### config.mk
export PLATFORM = sky130hd
export DESIGN_NAME = enemy_chaser
export DESIGN_NICKNAME = d
export VERILOG_FILES = /design/src/rtl/enemy_chaser.sv
export SDC_FILE = /design/constraint.sdc
export NUM_CORES = 1
export LEC_CHECK = 0
export ABC_AREA = 1
export BUFFER_PORTS_ARGS = -buffer_cell sky130_fd_sc_hd__buf_2
export CAP_MARGIN = 20
export CORE_MARGIN = 2
export CORE_UTILIZATION = 55
export DETAILED_ROUTE_END_ITERATION = 12
export PLACE_DENSITY = 0.72
export SYNTH_ARGS = -nofsm -noshare
export SYNTH_HDL_FRONTEND = slang
export SYNTH_SLANG_ARGS = --single-unit
### constraint.sdc
create_clock -name clock -period 4.8 [get_ports clock]
set_input_delay 0.96 -clock clock [delete_from_list [all_inputs] [get_ports clock]]
set_output_delay 0.96 -clock clock [all_outputs]
set_load 0.02 [all_outputs]
### src/rtl/enemy_chaser.sv
// Per-tick enemy sweep: every enemy takes one step toward the player over a shared grid port.
// Define ENEMY_CHASER_DIAG_EN to try a diagonal step first when both axes differ.
module enemy_chaser #(
    parameter int GRID_W      = 40,
    parameter int GRID_H      = 30,
    parameter int X_BITS      = 6,
    parameter int Y_BITS      = 5,
    parameter int CELL_BITS   = 3,
    parameter int ENEMY_CODE  = 4,
    parameter int EMPTY_CODE  = 0,
    parameter int TICK_CYCLES = 200000
) (
    input  logic                     clock,
    input  logic                     reset,
    input  logic                     start,
    output logic                     done,
    output logic                     busy,
    input  logic [X_BITS-1:0]        player_x,
    input  logic [Y_BITS-1:0]        player_y,
    output logic [X_BITS-1:0]        grid_x,
    output logic [Y_BITS-1:0]        grid_y,
    input  logic [CELL_BITS-1:0]     grid_out,
    output logic                     grid_write,
    output logic [CELL_BITS-1:0]     grid_in,
    output logic [X_BITS+Y_BITS-1:0] moved_count
);

    localparam int TW = $clog2(TICK_CYCLES + 1);
    localparam int CW = X_BITS + Y_BITS;
    localparam int DW = (X_BITS > Y_BITS) ? X_BITS : Y_BITS;

    localparam logic [X_BITS-1:0]    X_MAX     = X_BITS'(GRID_W - 1);
    localparam logic [Y_BITS-1:0]    Y_MAX     = Y_BITS'(GRID_H - 1);
    localparam logic [X_BITS-1:0]    X_ONE     = X_BITS'(1);
    localparam logic [Y_BITS-1:0]    Y_ONE     = Y_BITS'(1);
    localparam logic [CW-1:0]        CNT_ONE   = CW'(1);
    localparam logic [TW-1:0]        TICK_ONE  = TW'(1);
    localparam logic [TW-1:0]        TICK_LAST = TW'(TICK_CYCLES - 1);
    localparam logic [CELL_BITS-1:0] ENEMY     = CELL_BITS'(ENEMY_CODE);
    localparam logic [CELL_BITS-1:0] EMPTY     = CELL_BITS'(EMPTY_CODE);

    typedef enum logic [3:0] {
        S_IDLE,
        S_RD_CUR,
        S_CHK_CUR,
        S_RD_TGT,
        S_CHK_TGT,
        S_WR_NEW,
        S_WR_OLD,
        S_ADV,
        S_DONE
    } state_t;

    state_t                  state_q, state_d;
    logic [TW-1:0]           tick_q, tick_d;
    logic                    pending_q, pending_d;
    logic [X_BITS-1:0]       cur_x_q, cur_x_d;
    logic [Y_BITS-1:0]       cur_y_q, cur_y_d;
    logic [X_BITS-1:0]       tgt_x_q, tgt_x_d;
    logic [Y_BITS-1:0]       tgt_y_q, tgt_y_d;
    logic [1:0][X_BITS-1:0]  alt_x_q, alt_x_d;
    logic [1:0][Y_BITS-1:0]  alt_y_q, alt_y_d;
    logic [1:0]              alt_v_q, alt_v_d;
    logic                    skip_q, skip_d;
    logic                    skip_nx_q, skip_nx_d;
    logic [GRID_W-1:0]       cur_mask_q, cur_mask_d;
    logic [GRID_W-1:0]       down_mask_q, down_mask_d;
    logic [CW-1:0]           tally_q, tally_d;
    logic [CW-1:0]           moved_q, moved_d;

    logic [X_BITS-1:0] px, adx, nx;
    logic [Y_BITS-1:0] py, ady, ny;
    logic              x_gt, x_lt, y_gt, y_lt;
    logic              x_mv, y_mv, pick_x;

    // Step direction and axis preference toward the clamped player position
    always_comb begin
        px     = (player_x > X_MAX) ? X_MAX : player_x;
        py     = (player_y > Y_MAX) ? Y_MAX : player_y;
        x_gt   = px > cur_x_q;
        x_lt   = px < cur_x_q;
        y_gt   = py > cur_y_q;
        y_lt   = py < cur_y_q;
        x_mv   = x_gt | x_lt;
        y_mv   = y_gt | y_lt;
        adx    = x_gt ? (px - cur_x_q) : (cur_x_q - px);
        ady    = y_gt ? (py - cur_y_q) : (cur_y_q - py);
        nx     = x_gt ? (cur_x_q + X_ONE) : (x_lt ? (cur_x_q - X_ONE) : cur_x_q);
        ny     = y_gt ? (cur_y_q + Y_ONE) : (y_lt ? (cur_y_q - Y_ONE) : cur_y_q);
        pick_x = DW'(adx) >= DW'(ady);
    end

    always_comb begin
        state_d     = state_q;
        tick_d      = (tick_q == '0) ? TICK_LAST : (tick_q - TICK_ONE);
        pending_d   = pending_q;
        cur_x_d     = cur_x_q;
        cur_y_d     = cur_y_q;
        tgt_x_d     = tgt_x_q;
        tgt_y_d     = tgt_y_q;
        alt_x_d     = alt_x_q;
        alt_y_d     = alt_y_q;
        alt_v_d     = alt_v_q;
        skip_d      = skip_q;
        skip_nx_d   = skip_nx_q;
        cur_mask_d  = cur_mask_q;
        down_mask_d = down_mask_q;
        tally_d     = tally_q;
        moved_d     = moved_q;

        unique case (state_q)
            S_IDLE: begin
                if (start) begin
                    if (pending_q) begin
                        pending_d   = 1'b0;
                        cur_x_d     = '0;
                        cur_y_d     = '0;
                        skip_d      = 1'b0;
                        skip_nx_d   = 1'b0;
                        cur_mask_d  = '0;
                        down_mask_d = '0;
                        tally_d     = '0;
                        state_d     = S_RD_CUR;
                    end else begin
                        state_d = S_DONE;
                    end
                end
            end
            S_RD_CUR: state_d = S_CHK_CUR;
            S_CHK_CUR: begin
                state_d = S_ADV;
                if (!skip_q && !cur_mask_q[cur_x_q] &&
                    grid_out == ENEMY && (x_mv || y_mv)) begin
                    state_d    = S_RD_TGT;
                    tgt_x_d    = pick_x ? nx : cur_x_q;
                    tgt_y_d    = pick_x ? cur_y_q : ny;
                    alt_x_d[0] = pick_x ? cur_x_q : nx;
                    alt_y_d[0] = pick_x ? ny : cur_y_q;
                    alt_x_d[1] = cur_x_q;
                    alt_y_d[1] = cur_y_q;
                    alt_v_d    = {1'b0, pick_x ? y_mv : x_mv};
`ifdef ENEMY_CHASER_DIAG_EN
                    if (x_mv && y_mv) begin
                        tgt_x_d    = nx;
                        tgt_y_d    = ny;
                        alt_x_d[0] = pick_x ? nx : cur_x_q;
                        alt_y_d[0] = pick_x ? cur_y_q : ny;
                        alt_x_d[1] = pick_x ? cur_x_q : nx;
                        alt_y_d[1] = pick_x ? ny : cur_y_q;
                        alt_v_d    = 2'b11;
                    end
`endif
                end
            end
            S_RD_TGT: state_d = S_CHK_TGT;
            S_CHK_TGT: begin
                if (grid_out == EMPTY) begin
                    state_d = S_WR_NEW;
                end else if (alt_v_q[0]) begin
                    tgt_x_d    = alt_x_q[0];
                    tgt_y_d    = alt_y_q[0];
                    alt_x_d[0] = alt_x_q[1];
                    alt_y_d[0] = alt_y_q[1];
                    alt_v_d    = {1'b0, alt_v_q[1]};
                    state_d    = S_RD_TGT;
                end else begin
                    state_d = S_ADV;
                end
            end
            S_WR_NEW: begin
                // Cells not yet scanned that now hold this enemy must be skipped
                if (tgt_x_q == cur_x_q + X_ONE && tgt_y_q == cur_y_q)
                    skip_nx_d = 1'b1;
                if (tgt_y_q == cur_y_q + Y_ONE)
                    down_mask_d[tgt_x_q] = 1'b1;
                state_d = S_WR_OLD;
            end
            S_WR_OLD: begin
                tally_d = tally_q + CNT_ONE;
                state_d = S_ADV;
            end
            S_ADV: begin
                if (cur_x_q == X_MAX && cur_y_q == Y_MAX) begin
                    moved_d = tally_q;
                    state_d = S_DONE;
                end else if (cur_x_q == X_MAX) begin
                    cur_x_d     = '0;
                    cur_y_d     = cur_y_q + Y_ONE;
                    cur_mask_d  = down_mask_q;
                    down_mask_d = '0;
                    skip_d      = 1'b0;
                    skip_nx_d   = 1'b0;
                    state_d     = S_RD_CUR;
                end else begin
                    cur_x_d   = cur_x_q + X_ONE;
                    skip_d    = skip_nx_q;
                    skip_nx_d = 1'b0;
                    state_d   = S_RD_CUR;
                end
            end
            S_DONE: begin
                cur_x_d = '0;
                cur_y_d = '0;
                state_d = S_IDLE;
            end
            default: state_d = S_IDLE;
        endcase

        // A tick in the acceptance cycle must not be lost
        if (tick_q == '0)
            pending_d = 1'b1;
    end

    always_ff @(posedge clock) begin
        if (reset) begin
            state_q     <= S_IDLE;
            tick_q      <= TICK_LAST;
            pending_q   <= 1'b0;
            cur_x_q     <= '0;
            cur_y_q     <= '0;
            tgt_x_q     <= '0;
            tgt_y_q     <= '0;
            alt_x_q     <= '0;
            alt_y_q     <= '0;
            alt_v_q     <= '0;
            skip_q      <= 1'b0;
            skip_nx_q   <= 1'b0;
            cur_mask_q  <= '0;
            down_mask_q <= '0;
            tally_q     <= '0;
            moved_q     <= '0;
        end else begin
            state_q     <= state_d;
            tick_q      <= tick_d;
            pending_q   <= pending_d;
            cur_x_q     <= cur_x_d;
            cur_y_q     <= cur_y_d;
            tgt_x_q     <= tgt_x_d;
            tgt_y_q     <= tgt_y_d;
            alt_x_q     <= alt_x_d;
            alt_y_q     <= alt_y_d;
            alt_v_q     <= alt_v_d;
            skip_q      <= skip_d;
            skip_nx_q   <= skip_nx_d;
            cur_mask_q  <= cur_mask_d;
            down_mask_q <= down_mask_d;
            tally_q     <= tally_d;
            moved_q     <= moved_d;
        end
    end

    always_comb begin
        busy        = state_q != S_IDLE;
        done        = state_q == S_DONE;
        grid_write  = (state_q == S_WR_NEW) || (state_q == S_WR_OLD);
        grid_in     = (state_q == S_WR_NEW) ? ENEMY :
                      (state_q == S_WR_OLD) ? EMPTY : '0;
        grid_x      = cur_x_q;
        grid_y      = cur_y_q;
        if (state_q == S_RD_TGT || state_q == S_WR_NEW) begin
            grid_x = tgt_x_q;
            grid_y = tgt_y_q;
        end
        moved_count = moved_q;
    end

endmodule

# ---- Word level (Yosys, flattened, before mapping)
# Index checks and enable logic that the tools add are counted.
dict set report word_totals {
  inputBits 17
  reg_bits 173
  out_inout_bits 28
  word_cells 180
}
dict set report classes {
  reduce_logical 35
  n_mux 80
  addsub 10
  magnitude_cmp 10
  bitwise_logic 3
  eq_ne 23
}
# cell count
set ops {}
lappend ops {{40-bit two-way mux} 7}
lappend ops {{40-bit case mux with 3 select lines} 1}
lappend ops {{6-bit two-way mux} 17}
lappend ops {{5-bit two-way mux} 17}
lappend ops {{40-bit case mux with 2 select lines} 1}
lappend ops {{40-bit OR} 1}
lappend ops {{4-bit case mux with 8 select lines} 1}
lappend ops {{6-bit case mux with 2 select lines} 2}
lappend ops {{11-bit two-way mux} 2}
lappend ops {{11-bit case mux with 2 select lines} 1}
lappend ops {{5-bit case mux with 2 select lines} 2}
lappend ops {{18-bit logical NOT} 1}
lappend ops {{2-bit != test (second input constant)} 9}
lappend ops {{6-bit case mux with 3 select lines} 1}
lappend ops {{18-bit by 1-bit subtractor with 18-bit output (second input constant)} 1}
lappend ops {{4-bit by 3-bit == test with 1-bit output (second input constant)} 4}
lappend ops {{4-bit two-way mux} 4}
lappend ops {{5-bit case mux with 3 select lines} 1}
lappend ops {{5-bit AND reduction} 3}
lappend ops {{6-bit by 7-bit < comparator with 1-bit output (second input constant)} 2}
lappend ops {{1-bit two-way mux} 12}
lappend ops {{4-bit AND reduction} 3}
lappend ops {{6-bit subtractor} 2}
lappend ops {{11-bit by 1-bit adder with 11-bit output (second input constant)} 1}
lappend ops {{other kinds (41)} 65}

# ---- Longest topological paths before layout
# Gate-level depths: netlist of the first run.
dict set report depth {
  ltp_word 8
  mapped_depth 26
  mapped_depth_nobuf 25
}

# ---- Worst setup path before layout of the first run
# OpenSTA, ideal clock, no wires.
dict set report synth_path {
  kind {input to register}
  startpoint {input port player_x[4]}
  endpoint {register tgt_y_q[1]}
  n_path_buf 1
  setup_slack_ns 0.731
  stages 22
  setup_time_ns 0.113
  arrival_time_ns 3.957
  required_time_ns 4.687
  cell_sequence {o21a_1 nor2_1 inv_1 ha_1 nand2_1 nor2_1 nand3_1 nand2_4 inv_4 or3_1 o31ai_1 xnor2_1 ha_1 a21o_1 a21oi_1 nand2_1 nand3b_4 buf_4 nor2_1 o21ai_1 nor2_1 nor2_1}
}
dict set report synth_via {
  elab_chain_cells 8
  elab_cells_between_ends 16
  cone_classes {add/sub: 2; order compare: 4; eq/ne: 1; mux: 5; bitwise: 1; reduce/logical: 3}
}
# item line
set synth_lines {}
lappend synth_lines {{start, declared} 18} ;# input logic [X_BITS-1:0] player_x,
lappend synth_lines {{6-bit > comparator} 78} ;# px = (player_x > X_MAX) ? X_MAX : player_x;
lappend synth_lines {{6-bit two-way mux *} 78}
lappend synth_lines {{6-bit subtractor (tied with other cells)} 86} ;# adx = x_gt ? (px - cur_x_q) : (cur_x_q - px);
lappend synth_lines {{6-bit two-way mux or 1-bit OR (tied branches)} {86, 84}}
lappend synth_lines {{6-bit by 5-bit >= comparator with 1-bit output or 1-bit logical OR (tied branches)} {90, 133}}
lappend synth_lines {{5-bit two-way mux or 1-bit logical AND (tied branches)} {136, 133}}
lappend synth_lines {{5-bit two-way mux or 2-bit != test (tied branches)} -}
lappend synth_lines {{5-bit case mux with 2 select lines or 4-bit AND reduction (tied branches)} -}
lappend synth_lines {{end signal, assigned} 239} ;# tgt_y_q <= tgt_y_d;
lappend synth_lines {{end, declared} 60} ;# logic [Y_BITS-1:0] tgt_y_q, tgt_y_d;
# Every way passes the cells marked *; elsewhere a longest branch is shown, timed or not. The select of a mux whose other input is x is not followed.
# A chain may end at the register's enable or synchronous reset.

# ---- Worst setup path in the final report of the first run
dict set report layout_path {
  startpoint {input port player_x[4]}
  endpoint {register alt_y_q[1] (netlist bit)}
}
dict set report layout_via {
  elab_chain_cells 8
  elab_cells_between_ends 16
  cone_classes {add/sub: 2; order compare: 4; eq/ne: 1; mux: 5; bitwise: 1; reduce/logical: 3}
}
# item line
set layout_lines {}
lappend layout_lines {{6-bit > comparator} 78}
lappend layout_lines {{6-bit two-way mux *} 78}
lappend layout_lines {{6-bit subtractor (tied with other cells)} 86}
lappend layout_lines {{6-bit two-way mux or 1-bit OR (tied branches)} {86, 84}}
lappend layout_lines {{6-bit by 5-bit >= comparator with 1-bit output or 1-bit logical OR (tied branches)} {90, 133}}
lappend layout_lines {{5-bit two-way mux or 1-bit logical AND (tied branches)} {138, 133}}
lappend layout_lines {{5-bit two-way mux or 2-bit != test (tied branches)} -}
lappend layout_lines {{5-bit case mux with 2 select lines or 4-bit AND reduction (tied branches)} -}
lappend layout_lines {{end signal, assigned} 241} ;# alt_y_q <= alt_y_d;
lappend layout_lines {{end, declared} 62} ;# logic [1:0][Y_BITS-1:0] alt_y_q, alt_y_d;
# Marks and branches as above.

==> flow_metrics.env, run 1 <==
export IMPL_antenna_left=0
export IMPL_rsz0062_at_grt="false"
export IMPL_die_h_um=138
export IMPL_setup_viol=0
export IMPL_slew_headroom=0.527
export IMPL_fp_dieW_um=138
export IMPL_cts_htree_levels=4
export IMPL_ys_seq_elements=172
export IMPL_rrSetupSlack_ns=0.89
export IMPL_dieArea_um2=19200
export IMPL_fin_crit_sh=0.860
export IMPL_start_kind="primary input"
export IMPL_drc=0
export IMPL_clk_path_buf_depth=2
export IMPL_fin_area_um2=10800
export IMPL_clock_sinks=172
export IMPL_p_leak_nw=4.59
export IMPL_ys_types=55
export IMPL_drive_gt1_frac=0.0965
export IMPL_synth_enable_flop_cells=0
export IMPL_ys_flop_type="dfxtp_1"
export IMPL_synthArstFlopShare=0
export IMPL_ys_top_cells_by_count="nand2_1, nor2_1, dfxtp_1, inv_1, a21oi_1"
export IMPL_gp_congestion=0.911
export IMPL_ios=45
export IMPL_ir_drop_mv=0.225
export IMPL_synth_area_um2=9930
export IMPL_wl_met2_mm=11.4
export IMPL_nNetsFinal=1533
export IMPL_core_area_um2=17800
export IMPL_min_from="tick_q[0]$_SDFF_PP1_"
export IMPL_synthTopCellsByArea="dfxtp_1, nand2_1, a21oi_1"
export IMPL_routed_wirelength_mm=25.5
export IMPL_drv_slew=0
export IMPL_grt_pass1_vias=8550
export IMPL_clock_root_buffer="clkbuf_16"
export IMPL_cts_buffers=17
export IMPL_synth_top_area_frac=0.347
export IMPL_initial_core_util=0.557
export IMPL_yosysMostFrequentCell="nand2_1"
export IMPL_criticalPathCategory="primary input to flop"
export IMPL_met3_length_mm=1.66
export IMPL_antenna_found_initial=0
export IMPL_topRoutingLayerUsed="met4"
export IMPL_fin_skew_ns=0.0115
export IMPL_fmax_mhz=242
export IMPL_holdPathEnd="tick_q[0]$_SDFF_PP1_"
export IMPL_ctsHoldBuffers=0
export IMPL_ctsResizeCount=0
export IMPL_viasPerCell=5.39
export IMPL_vias=9281
export IMPL_cp_max_fo=24
export IMPL_tightest_slew_ns=0.709
export IMPL_hold_depth=1
export IMPL_holdWs_ns=0.393
export IMPL_wl_per_cell_um=14.8
export IMPL_track_usage=0.269
export IMPL_reg2reg_to="alt_y_q[1]$_SDFFE_PP0P_"
export IMPL_rows=49
export IMPL_synth_warnings=0
export IMPL_drtIter0Drc=827
export IMPL_path_clk_slew_ns=0.07
export IMPL_layout_min_cycle_time_ns=4.13
export IMPL_powerDensity_nw_per_um2=299
export IMPL_cp_required_ns=5.13
export IMPL_antenna_diode_count=0
export IMPL_dp_hpwl_mm=17.2
export IMPL_r2r_start="cur_x_q[4]$_SDFFE_PP0P_"
export IMPL_gr_total_overflow=0
export IMPL_portBuffers=42
export IMPL_clkLatencyLatePin_ns=0.44
export IMPL_grt_max_degree=81
export IMPL_fin_setup_tns_ns=0
export IMPL_cap_violations=0
export IMPL_cts_tree="built"
export IMPL_hold_viol=0
export IMPL_worst_r2r_cell_count=21
export IMPL_synthCells=1474
export IMPL_arrival_ns=4.46
export IMPL_grt_pass1_wl_mm=42.8
export IMPL_dr_pass1_iters=5
export IMPL_synth_avg_cell_area_um2=6.74
export IMPL_wl_met1_mm=12.1
export IMPL_post_cts_buffers=0
export IMPL_synth_top_cell_by_area="dfxtp_1"
export IMPL_ys_seq_area_frac=0.347
export IMPL_syn_to_final_growth_pct=8.87
export IMPL_critPathCaptureType="flop"
export IMPL_hp_class="flop to flop"
export IMPL_status="complete, no violations"
export IMPL_placed_area_um2=10200
-- report_power, final --
| part | internal (mW) | leakage [nW] | switching [mW] | total, mW |
|---|---|---|---|---|
| Clock | 0.798 | 0.297 | 0.646 | 1.44 |
| Sequential | 1.43 | 1.39 | 0.00201 | 1.43 |
| Combinational | 0.126 | 2.91 | 0.235 | 0.361 |
-- state kept, by name, summed over array words and instances (netlist names), 6 cells and up --
register and count:
alt_y_q 10, down_mask_q 40, cur_mask_q 40, moved_count 11, cur_x_q 6, tgt_x_q 6
tally_q 11, tick_q 18, alt_x_q 12
-- cells in the final DEF (no fill, tap or decap), types with 4 or more instances in the layout --
| cell type | count |
|---|---|
| nand2_1 | 342 |
| nor2_1 | 179 |
| dfxtp_1 | 172 |
| inv_1 | 160 |
| a21oi_1 | 140 |
| nand3_1 | 87 |
| o21ai_0 | 51 |
| nand4_1 | 48 |
| o21ai_1 | 45 |
| buf_2 | 42 |
| ha_1 | 33 |
| xor2_1 | 24 |
| buf_4 | 19 |
| clkbuf_16 | 17 |
| xnor2_1 | 13 |
| nor3_1 | 12 |
| inv_2 | 9 |
| nand2_2 | 8 |
| or2_2 | 6 |
| inv_8 | 6 |
| a221oi_1 | 4 |
| o31ai_1 | 4 |
| o211ai_1 | 4 |
| nor3b_1 | 4 |
| fa_1 | 4 |
-- cell families after synthesis --
logic type	count (synthesis)	synth area share
XOR/XNOR	37	0.0326
buffers and inverters	251	0.108
multiplexers	3	0.00302
flip-flops	172	0.347
adder cells (fa/ha/maj)	37	0.0496
AND/OR/NAND/NOR	711	0.320
other	1	0.000377
AO/OA/AOI/OAI	262	0.140
-- critical path, cell delays in order --
cell and delay, ns:
buf_2 0.10, o21a_1 0.20, nor2_1 0.14, inv_1 0.07
ha_1 0.34, nand2_1 0.12, nor2_1 0.05, nand2_1 0.08
nand3_2 0.14, nand2_4 0.18, inv_4 0.07, or3_1 0.30
o31ai_1 0.09, xnor2_1 0.16, ha_1 0.26, a21o_1 0.16
a21oi_1 0.11, nand2_1 0.11, nand3b_4 0.35, nand2_1 0.16
nand2_1 0.06, nand2_1 0.05, nand2_1 0.05, nor2_1 0.08
nor2_1 0.06
-- area by class of cell --
| class | instances | area (µm²) |
|---|---|---|
| repair buffers | 62 | 368 |
| clock buffers | 17 | 425 |
| inverters | 174 | 658 |
| flip-flops and latches | 172 | 3440 |
| multi-input cells | 1052 | 5430 |
| well taps | 229 | 287 |
| fillers | 1758 | 7030 |
| clock inverters | 15 | 200 |
-- worst max-delay path by stage --
stage                      from                 endpoint  slack (ns)  cells after the start
floorplan           player_x[4]  tgt_y_q[1]$_SDFFE_PP0P_        0.73                     22
finish              player_x[4]  alt_y_q[1]$_SDFFE_PP0P_        0.67                     25
detailed placement  player_x[4]  alt_y_q[1]$_SDFFE_PP0P_        0.23                     25
CTS                 player_x[4]  tgt_x_q[2]$_SDFFE_PP0P_        0.69                     25
global placement    player_x[4]  alt_y_q[1]$_SDFFE_PP0P_        0.30                     24
global route        player_x[4]  tgt_x_q[2]$_SDFFE_PP0P_        0.31                     24
-- through the flow --
stage	util	worst slack [ns]	power (mW)	cells
6_report	0.606	0.670	3.24	1721
4_1_cts	0.605	0.687	3.26	1720
3_5_place_dp	0.570	0.228	1.82	1688
5_1_grt	0.606	0.306	3.37	1721
2_1_floorplan	-	0.731	1.77	1475
3_3_place_gp	0.570	0.297	1.82	1688
-- metal layers --
| layer | vias up | track usage |
|---|---|---|
| met1 | 4207 | 0.375 |
| met2 | 262 | 0.432 |
| li1 | 4785 | - |
| met4 | 0 | 0.0671 |
| met5 | - | 0 |
| met3 | 27 | 0.0499 |
Note: power is estimated with default switching activity, not from simulation.
==> inputs of run 2 (changes only) <==
--- a/config.mk
+++ b/config.mk
@@ -8,7 +8,7 @@
 export ABC_AREA = 1
 export BUFFER_PORTS_ARGS = -buffer_cell sky130_fd_sc_hd__buf_2
 export CAP_MARGIN = 20
-export CORE_MARGIN = 2
+export CORE_MARGIN = 4
 export CORE_UTILIZATION = 55
 export DETAILED_ROUTE_END_ITERATION = 12
 export PLACE_DENSITY = 0.72
==> run 2 against run 1 <==
- flip-flop and latch count unchanged
- critical endpoint unchanged
- largest power group is now sequential cells
- setup slack lost 0.098 ns
- first-iteration DRC count shrank 3.6%
- routed wire length grew 0.35%
- count of clock-buffer cells in the layout rose by 2
==> flow_metrics.env, run 2 (synthesis gave the netlist of run 1 again) <==
export IMPL_holdWs_ns=0.390
export IMPL_hp_class="flop to flop"
export IMPL_path_clk_slew_ns=0.07
export IMPL_power_total_mw=3.18
export IMPL_rsz0062_at_grt="false"
export IMPL_layout_common_cells="nand2_1, nor2_1, dfxtp_1"
export IMPL_cts_htree_levels=4
export IMPL_critPathMaxStageDelay_ns=0.36
export IMPL_fmax_mhz=237
export IMPL_grt_pass1_wl_mm=42.3
export IMPL_antenna_found_initial=0
export IMPL_nNetsFinal=1531
export IMPL_syn_to_final_growth_pct=8.24
export IMPL_clock_root_buffer="clkbuf_16"
export IMPL_tightest_slew_ns=1.10
export IMPL_portBuffers=42
export IMPL_dp_hpwl_mm=17.2
export IMPL_cts_tree="built"
export IMPL_drv_slew=0
export IMPL_fp_dieW_um=142
export IMPL_layout_commonest_cell="nand2_1"
export IMPL_ctsResizeCount=0
export IMPL_clock_sinks=172
export IMPL_criticalPathCategory="primary input to flop"
export IMPL_fin_setup_tns_ns=0
export IMPL_layout_setup_ws_ns=0.572
export IMPL_drive_gt1_frac=0.0947
export IMPL_track_usage=0.256
export IMPL_cp_max_fo=24
export IMPL_initial_core_util=0.568
export IMPL_wl_met2_mm=11.3
export IMPL_drc=0
export IMPL_core_area_um2=17500
export IMPL_fin_skew_ns=0.0113
export IMPL_dr_pass1_iters=7
export IMPL_setup_viol=0
export IMPL_start_kind="primary input"
export IMPL_dp_slack_ns=0.206
export IMPL_antenna_left=0
export IMPL_cap_violations=0
export IMPL_clk_path_buf_depth=2
export IMPL_vias=9338
export IMPL_fin_crit_sh=0.881
export IMPL_powerDensity_nw_per_um2=296
export IMPL_routed_wirelength_mm=25.5
export IMPL_ir_drop_mv=0.258
export IMPL_grt_max_degree=81
export IMPL_layout_min_cycle_time_ns=4.23
export IMPL_hold_viol=0
export IMPL_post_cts_buffers=0
export IMPL_gp_congestion=0.928
export IMPL_die_h_um=142
export IMPL_ctsHoldBuffers=0
export IMPL_clkLatencyLatePin_ns=0.43
export IMPL_p_leak_nw=4.56
export IMPL_cts_buffers=17
export IMPL_fillers=1670
export IMPL_status="complete, no violations"
export IMPL_topRoutingLayerUsed="met4"
export IMPL_wl_met1_mm=12.0
export IMPL_drtIter0Drc=797
export IMPL_fin_util=0.615
export IMPL_critPathCaptureType="flop"
export IMPL_met3_length_mm=1.73
export IMPL_cp_cell_sequence="buf_2, o21a_1, nor2_1, inv_1, ha_1, nand2_1, nor2_1, nand3_1, nand2_4, inv_4, or3_1, o31ai_1, xnor2_1, ha_1, a21o_1, a21oi_1, nand2_1, nand3b_4, nand2_1, nand2_1, nand2_1, nand2_1, nor2_1, nor2_1"
export IMPL_worst_path_max_delay_cell="ha_1"
export IMPL_cp_required_ns=5.13
export IMPL_arrival_ns=4.55
export IMPL_antenna_diode_count=0
export IMPL_viasPerCell=5.45
export IMPL_grt_pass1_vias=8478
export IMPL_wl_per_cell_um=14.9
export IMPL_ios=45
export IMPL_slew_headroom=0.263
export IMPL_crit_path_frequent_cell="nand2_1"
export IMPL_largestRegisters="cur_mask_q x40, down_mask_q x40, tick_q x18"
export IMPL_rows=48
export IMPL_dieArea_um2=20300
export IMPL_gr_total_overflow=0
[run 2: worst paths after layout]
check                               start                      end  slack [ns]  depth (start not counted)
setup / recovery              player_x[4]  alt_y_q[1]$_SDFFE_PP0P_        0.57                         24
hold / removal       tick_q[0]$_SDFF_PP1_     tick_q[0]$_SDFF_PP1_        0.39                          1
setup reg to reg  cur_y_q[2]$_SDFFE_PP0P_  alt_y_q[1]$_SDFFE_PP0P_        0.67                         22
hold reg to reg      tick_q[0]$_SDFF_PP1_     tick_q[0]$_SDFF_PP1_        0.39                          1
[run 2: report_power, final]
group          total [mW]  internal, mW  switching, mW
registers            1.43          1.43        0.00212
clock network        1.39         0.796          0.590
logic               0.360         0.126          0.234
[run 2: through the flow]
step,instance area (µm²),std cells
after CTS,10800,1714
after detailed placement,10200,1683
after floorplan,9940,1475
after global placement,10200,1683
after global routing,10800,1714
final,10800,1714
[run 2: area by class of cell]
| class | instances | area, µm² | area share |
|---|---|---|---|
| Clock buffer | 19 | 453 | 0.0421 |
| Clock inverter | 12 | 138 | 0.0128 |
| Inverter | 174 | 658 | 0.0612 |
| Multi-Input combinational cell | 1052 | 5430 | 0.505 |
| Sequential cell | 172 | 3440 | 0.320 |
| Tap cell | 225 | 282 | 0.0262 |
| Timing Repair Buffer | 60 | 345 | 0.0321 |
[run 2: routing by layer]
layer  vias to the layer above  GRT usage
li1                       4753          -
met1                      4242      0.359
met2                       300      0.398
met3                        43     0.0538
met4                         0     0.0770
met5                         -          0
[run 2: worst max-delay path, delay by kind of cell]
family,cells,cell delay (ns)
compound gates,4,0.57
xor+xnor,1,0.16
fa+ha+maj,2,0.62
buf+inv,3,0.24
simple gates,14,2.00
